`config.mk`:
```
export PLATFORM = sky130hd
export DESIGN_NAME = frame_update_scheduler
export DESIGN_NICKNAME = d
export VERILOG_FILES = /design/src/rtl/frame_sched_pkg.sv /design/src/rtl/cycle_budget_timer.sv /design/src/rtl/frame_update_scheduler.sv
export SDC_FILE = /design/constraint.sdc
export NUM_CORES = 1
export LEC_CHECK = 0
export BUFFER_PORTS_ARGS = -buffer_cell sky130_fd_sc_hd__clkbuf_2
export CORE_UTILIZATION = 50
export DETAILED_ROUTE_END_ITERATION = 10
export PLACE_DENSITY = 0.73
export SLEW_MARGIN = 15
export SYNTH_ARGS = -nofsm -noshare
export SYNTH_HDL_FRONTEND = slang
export SYNTH_SLANG_ARGS = --single-unit
```
`constraint.sdc`:
```
create_clock -name pixel_clock -period 2.5 [get_ports pixel_clock]
set_clock_uncertainty 0.15 [all_clocks]
set_input_delay 0 -clock pixel_clock [delete_from_list [all_inputs] [get_ports pixel_clock]]
set_output_delay 0 -clock pixel_clock [all_outputs]
set_load 0.03 [all_outputs]
```
`src/rtl/frame_sched_pkg.sv`:
```
// Shared types and constants for the per-frame update scheduler.
package frame_sched_pkg;

  typedef enum logic [1:0] {
    IDLE,
    START,
    WAIT,
    FIN
  } sched_state_t;

  localparam int unsigned CL_INPUT = 0;
  localparam int unsigned CL_PHYS  = 1;
  localparam int unsigned CL_COLL  = 2;
  localparam int unsigned CL_SCORE = 3;

  localparam int unsigned BC_W = 15;

endpackage

```
`src/rtl/cycle_budget_timer.sv`:
```
// Per-frame cycle budget counter; flags expiry at WINDOW_CYCLES-1.
module cycle_budget_timer
  import frame_sched_pkg::*;
#(
  parameter int unsigned WINDOW_CYCLES = 24000
) (
  input  logic clk,
  input  logic rst,
  input  logic clear,
  input  logic enable,
  output logic expired
);

  logic [BC_W-1:0] bc;

  assign expired = (bc == BC_W'(WINDOW_CYCLES - 1));

  // Holds at the expiry value so a client started on the expiry cycle
  // still sees the budget as exhausted in its first WAIT cycle.
  always_ff @(posedge clk) begin
    if (rst || clear) begin
      bc <= '0;
    end else if (enable && !expired) begin
      bc <= bc + 1'b1;
    end
  end

endmodule

```
`src/rtl/frame_update_scheduler.sv`:
```
// Launches the game-state update clients in order during vertical blanking,
// under a per-frame cycle budget, with frame-rate division and pause.
module frame_update_scheduler
  import frame_sched_pkg::*;
#(
  parameter int unsigned NCLIENT       = 4,
  parameter int unsigned WINDOW_CYCLES = 24000,
  parameter int unsigned FRAME_DIV     = 1
) (
  input  logic               pixel_clock,
  input  logic               rst,
  input  logic               Vsync,
  input  logic               pause,
  input  logic               ovf_clr,
  output logic [NCLIENT-1:0] start,
  input  logic [NCLIENT-1:0] done,
  output logic               busy,
  output logic               overrun,
  output logic [15:0]        frame_count
);

  localparam int unsigned IDX_W = (NCLIENT > 1) ? $clog2(NCLIENT) : 1;
  localparam logic [IDX_W-1:0] LAST_IDX = IDX_W'(NCLIENT - 1);

  sched_state_t     state, state_n;
  logic [IDX_W-1:0] idx, idx_n;
  logic             vsync_q;
  logic             fev;
  logic             launch;
  logic             abort;
  logic             expired;
  logic [7:0]       div_cnt;

  assign fev    = vsync_q && !Vsync;
  assign launch = fev && (state == IDLE) && !pause && (div_cnt == '0);

  cycle_budget_timer #(
    .WINDOW_CYCLES(WINDOW_CYCLES)
  ) u_budget (
    .clk    (pixel_clock),
    .rst    (rst),
    .clear  (launch),
    .enable ((state == START) || (state == WAIT)),
    .expired(expired)
  );

  always_ff @(posedge pixel_clock) begin
    if (rst) begin
      state <= IDLE;
      idx   <= '0;
    end else begin
      state <= state_n;
      idx   <= idx_n;
    end
  end

  always_comb begin
    state_n = state;
    idx_n   = idx;
    abort   = 1'b0;
    case (state)
      IDLE: begin
        if (launch) begin
          state_n = START;
          idx_n   = '0;
        end
      end
      START: state_n = WAIT;
      WAIT: begin
        if (done[idx]) begin
          if (idx == LAST_IDX) begin
            state_n = FIN;
          end else begin
            state_n = START;
            idx_n   = idx + 1'b1;
          end
        end else if (expired) begin
          state_n = FIN;
          abort   = 1'b1;
        end
      end
      FIN: state_n = IDLE;
      default: state_n = IDLE;
    endcase
  end

  // start/busy are registered from the next state so they line up with it.
  always_ff @(posedge pixel_clock) begin
    if (rst) begin
      vsync_q     <= 1'b1;
      div_cnt     <= '0;
      frame_count <= '0;
      overrun     <= 1'b0;
      start       <= '0;
      busy        <= 1'b0;
    end else begin
      vsync_q <= Vsync;
      if (fev) begin
        frame_count <= frame_count + 16'd1;
      end
      if (fev && (state == IDLE) && !pause) begin
        div_cnt <= (div_cnt == 8'(FRAME_DIV - 1)) ? '0 : div_cnt + 8'd1;
      end
      if (abort || (fev && (state != IDLE))) begin
        overrun <= 1'b1;
      end else if (ovf_clr) begin
        overrun <= 1'b0;
      end
      start <= '0;
      if (state_n == START) begin
        start[idx_n] <= 1'b1;
      end
      busy <= (state_n != IDLE);
    end
  end

endmodule

```
==> metrics.txt <==
area of the core region 4720 um^2; total CTS buffers 5; post-synthesis instance area 2450 um^2; hold violation count in the final report 0; wire length of the first global-routing pass 7690 um; CTS Buffer Depth 2; TritonCTS clock tree built; site row count 25; GRT overflow 0; DR DRC count 0; proportion of synthesized flip-flops having asynchronous set or reset 0%; simple-gate portion of the synthesized area 30.7%; overall power of the completed layout 0.00186 W; xor/xnor share of the synthesized area 7.50%; post-route insts no fill 369; buffers added on ports 30; critical path class flop to flop; top post-synthesis cells by area sky130_fd_sc_hd__dfxtp_1 41%, sky130_fd_sc_hd__xor2_1 7.1%, sky130_fd_sc_hd__nor2_1 4.3%; shortest clock period the worst path allows after layout 2.23 ns; fraction of synthesized cell area taken by the top area cell type 40.8%; top-count cell post-synth sky130_fd_sc_hd__dfxtp_1; number of buffers and inverters on the critical path 1; fraction of the mapped netlist area in compound gates 12.4%; Min-Delay Startpoint done[2]; Post-Synthesis Net Count 288; setup TNS after final layout 0 ns; total wirelength of the detailed-routed design 4430 um; post-route fraction of the period consumed by the critical path 89.1%; clock slew at the register clock pins of the worst setup and hold paths 0.09 ns; number of sinks on the clock net 50; transition time at the pin with the least slew margin 0.625 ns; Cell Count Post-Placement 359; primary flip-flop cell chosen by synthesis mapping sky130_fd_sc_hd__dfxtp_1; delay-heaviest family, CP compound AO/OA/AOI/OAI gates; Die Footprint 5190 um^2; distinct cell type count after synthesis 51; maximum number of pins on one net before global-route repair 26; worst slew margin relative to its limit 58.2%; synthesis-stage register bit count 50; Critical Path Fanout Max 13; dominant cell type by area after synthesis sky130_fd_sc_hd__dfxtp_1; number of global-route vias before repair 1777; path class of the lowest-slack min-delay path input pin to flop; depth of the CTS H-tree 2; Setup Buffers After CTS 0; count of yosys warnings during synthesis 0; global placer's final weighted congestion 0.852; Die Height 72.0 um; Cell Pwr Density 680 nW/um^2; Initial Util 51.9%; worst setup path startpoint u_budget.bc[0]; global-route usage over all layers 18.6%; top cells by count, synth 50 x sky130_fd_sc_hd__dfxtp_1, 28 x sky130_fd_sc_hd__nor2_1, 20 x sky130_fd_sc_hd__xor2_1; CP Launch Type flop; required time at the worst-slack endpoint 2.54 ns; DRT antenna net count 0; antenna diode count 0; number of design-rule violations left by the first detailed-router iteration 122; wire per inst 12.0 um; LEAKAGE 1.03 nW; Post-layout nets 318; cells resized by post-CTS repair 0; Via-to-Cell Ratio 5.49; count of mapped cells out of synthesis 272; EDFF count, synth 0; number of max-cap violations 0; average cell area after synthesis 9.01 um^2; clock network latency to the later pin of the worst-skew pair 0.30 ns; main combinational cell family by area after synthesis simple AND/OR/NAND/NOR gates; total area of multi-input combinational cells 1370 um^2; share of cells above drive strength 1 16.6%; maximum frequency from static timing analysis 0.449 GHz; outcome finished clean; I/O pin count 31; Max VDD drop 497 uV; hold buffer count at CTS 3; post-synthesis sequential area ratio 40.8%; chip width 72.0 um; FF-to-FF Start u_budget.bc[0]; adder-cell area share of the yosys netlist 3.57%; Critical Path Max Stage Delay 0.68 ns; Via Count 2025; sequence of cells on the critical path ha_1 -> nand3_2 -> o41ai_4 -> buf_4 -> mux2i_1 -> nor2_2; Synth-to-Final Area Change 11.9%; Final Setup Violations 0; DR pass1 iterations 4; register cell area after layout 1000 um^2; fillers 430; final HPWL from detailed placement 3120 um; fin. max-slew vios 0; critical path data arrival time 2.27 ns; number of antenna violations at the first check in global routing 0; slowest stage cell on the critical path sky130_fd_sc_hd__o41ai_4; mux cell area share after synthesis 1.63%; kind of capture point of the worst setup path flop; unrepaired setup endpoints after global routing no; clk root buf sky130_fd_sc_hd__clkbuf_8
==> per-layer routing <==
layer,GRT usage (%),part of all wire (%)
met1,23.7,50
met4,8.93,2.1
met3,3.61,3.5
met5,0,0
met2,30.2,45
==> worst reg2reg max path: stages (launching register included) <==
cell and delay, ns:
sky130_fd_sc_hd__dfxtp_1 0.39, sky130_fd_sc_hd__ha_1 0.23, sky130_fd_sc_hd__nand3_2 0.15, sky130_fd_sc_hd__o41ai_4 0.68
sky130_fd_sc_hd__buf_4 0.26, sky130_fd_sc_hd__mux2i_1 0.21, sky130_fd_sc_hd__nor2_2 0.04
==> cell type report <==
cell class / instances / share of cell area, %
Clock buffer: 6 / 2.65
Clock inverter: 1 / 0.274
Inverter: 6 / 0.821
Multi-Input combinational cell: 205 / 49.9
Sequential cell: 50 / 36.5
Tap cell: 67 / 3.06
Timing Repair Buffer: 34 / 6.84
==> power breakdown <==
| group | switching (W) | leakage [nW] | total (W) | internal [W] |
|---|---|---|---|---|
| Combinational | 0.000317 | 0.587 | 0.000526 | 0.000209 |
| Clock | 0.000257 | 0.0373 | 0.000449 | 0.000192 |
| Sequential | 0.0000435 | 0.404 | 0.000890 | 0.000846 |
==> flip-flops by register name (all words and copies together), names as in the netlist <==
signal	count
busy	1
start	4
vsync_q	1
frame_count	16
div_cnt	8
overrun	1
idx	2
state	2
u_budget.bc	15
==> cell usage in the layout (no fill, tap or decap), types with 7 or more instances in the layout <==
cell type                  synthesis  final
sky130_fd_sc_hd__dfxtp_1          50     50
sky130_fd_sc_hd__clkbuf_2          0     30
sky130_fd_sc_hd__nor2_1           28     28
sky130_fd_sc_hd__xor2_1           20     20
sky130_fd_sc_hd__a21oi_1          18     18
sky130_fd_sc_hd__nand2_1          17     17
sky130_fd_sc_hd__nand4_1          11     11
sky130_fd_sc_hd__or3_1             9      9
sky130_fd_sc_hd__and2_1            7      7
sky130_fd_sc_hd__nand3_1           7      7
sky130_fd_sc_hd__ha_1              7      7
==> stage by stage <==
stage	area (um^2)	util (%)	hold slack, ns	setup slack [ns]
2_1_floorplan	2450	-	-0.0462	0.647
4_1_cts	2740	58.1	0.0264	0.281
3_5_place_dp	2630	55.7	0.108	0.302
6_report	2740	58.1	0.0378	0.272
3_3_place_gp	2630	55.7	0.101	0.362
5_1_grt	2740	58.1	0.0609	0.119
==> logic make-up (layout without fill, tap and decap cells) <==
group           count (synthesis)  in the layout
compound gates                 46             46
buf+inv                        17             47
xor+xnor                       21             21
fa+ha+maj                       7              7
flops                          50             50
simple gates                  127            127
mux                             4              4
==> path summary, 6_finish.rpt <==
path                                   endpoint  slack (ns)  cells past startpoint
worst min-delay path                     idx[0]        0.04                      5
worst max register to register   u_budget.bc[1]        0.27                      6
worst min register to register  u_budget.bc[14]        0.33                      2
worst max-delay path             u_budget.bc[1]        0.27                      6
(Power assumes the default switching activity.)
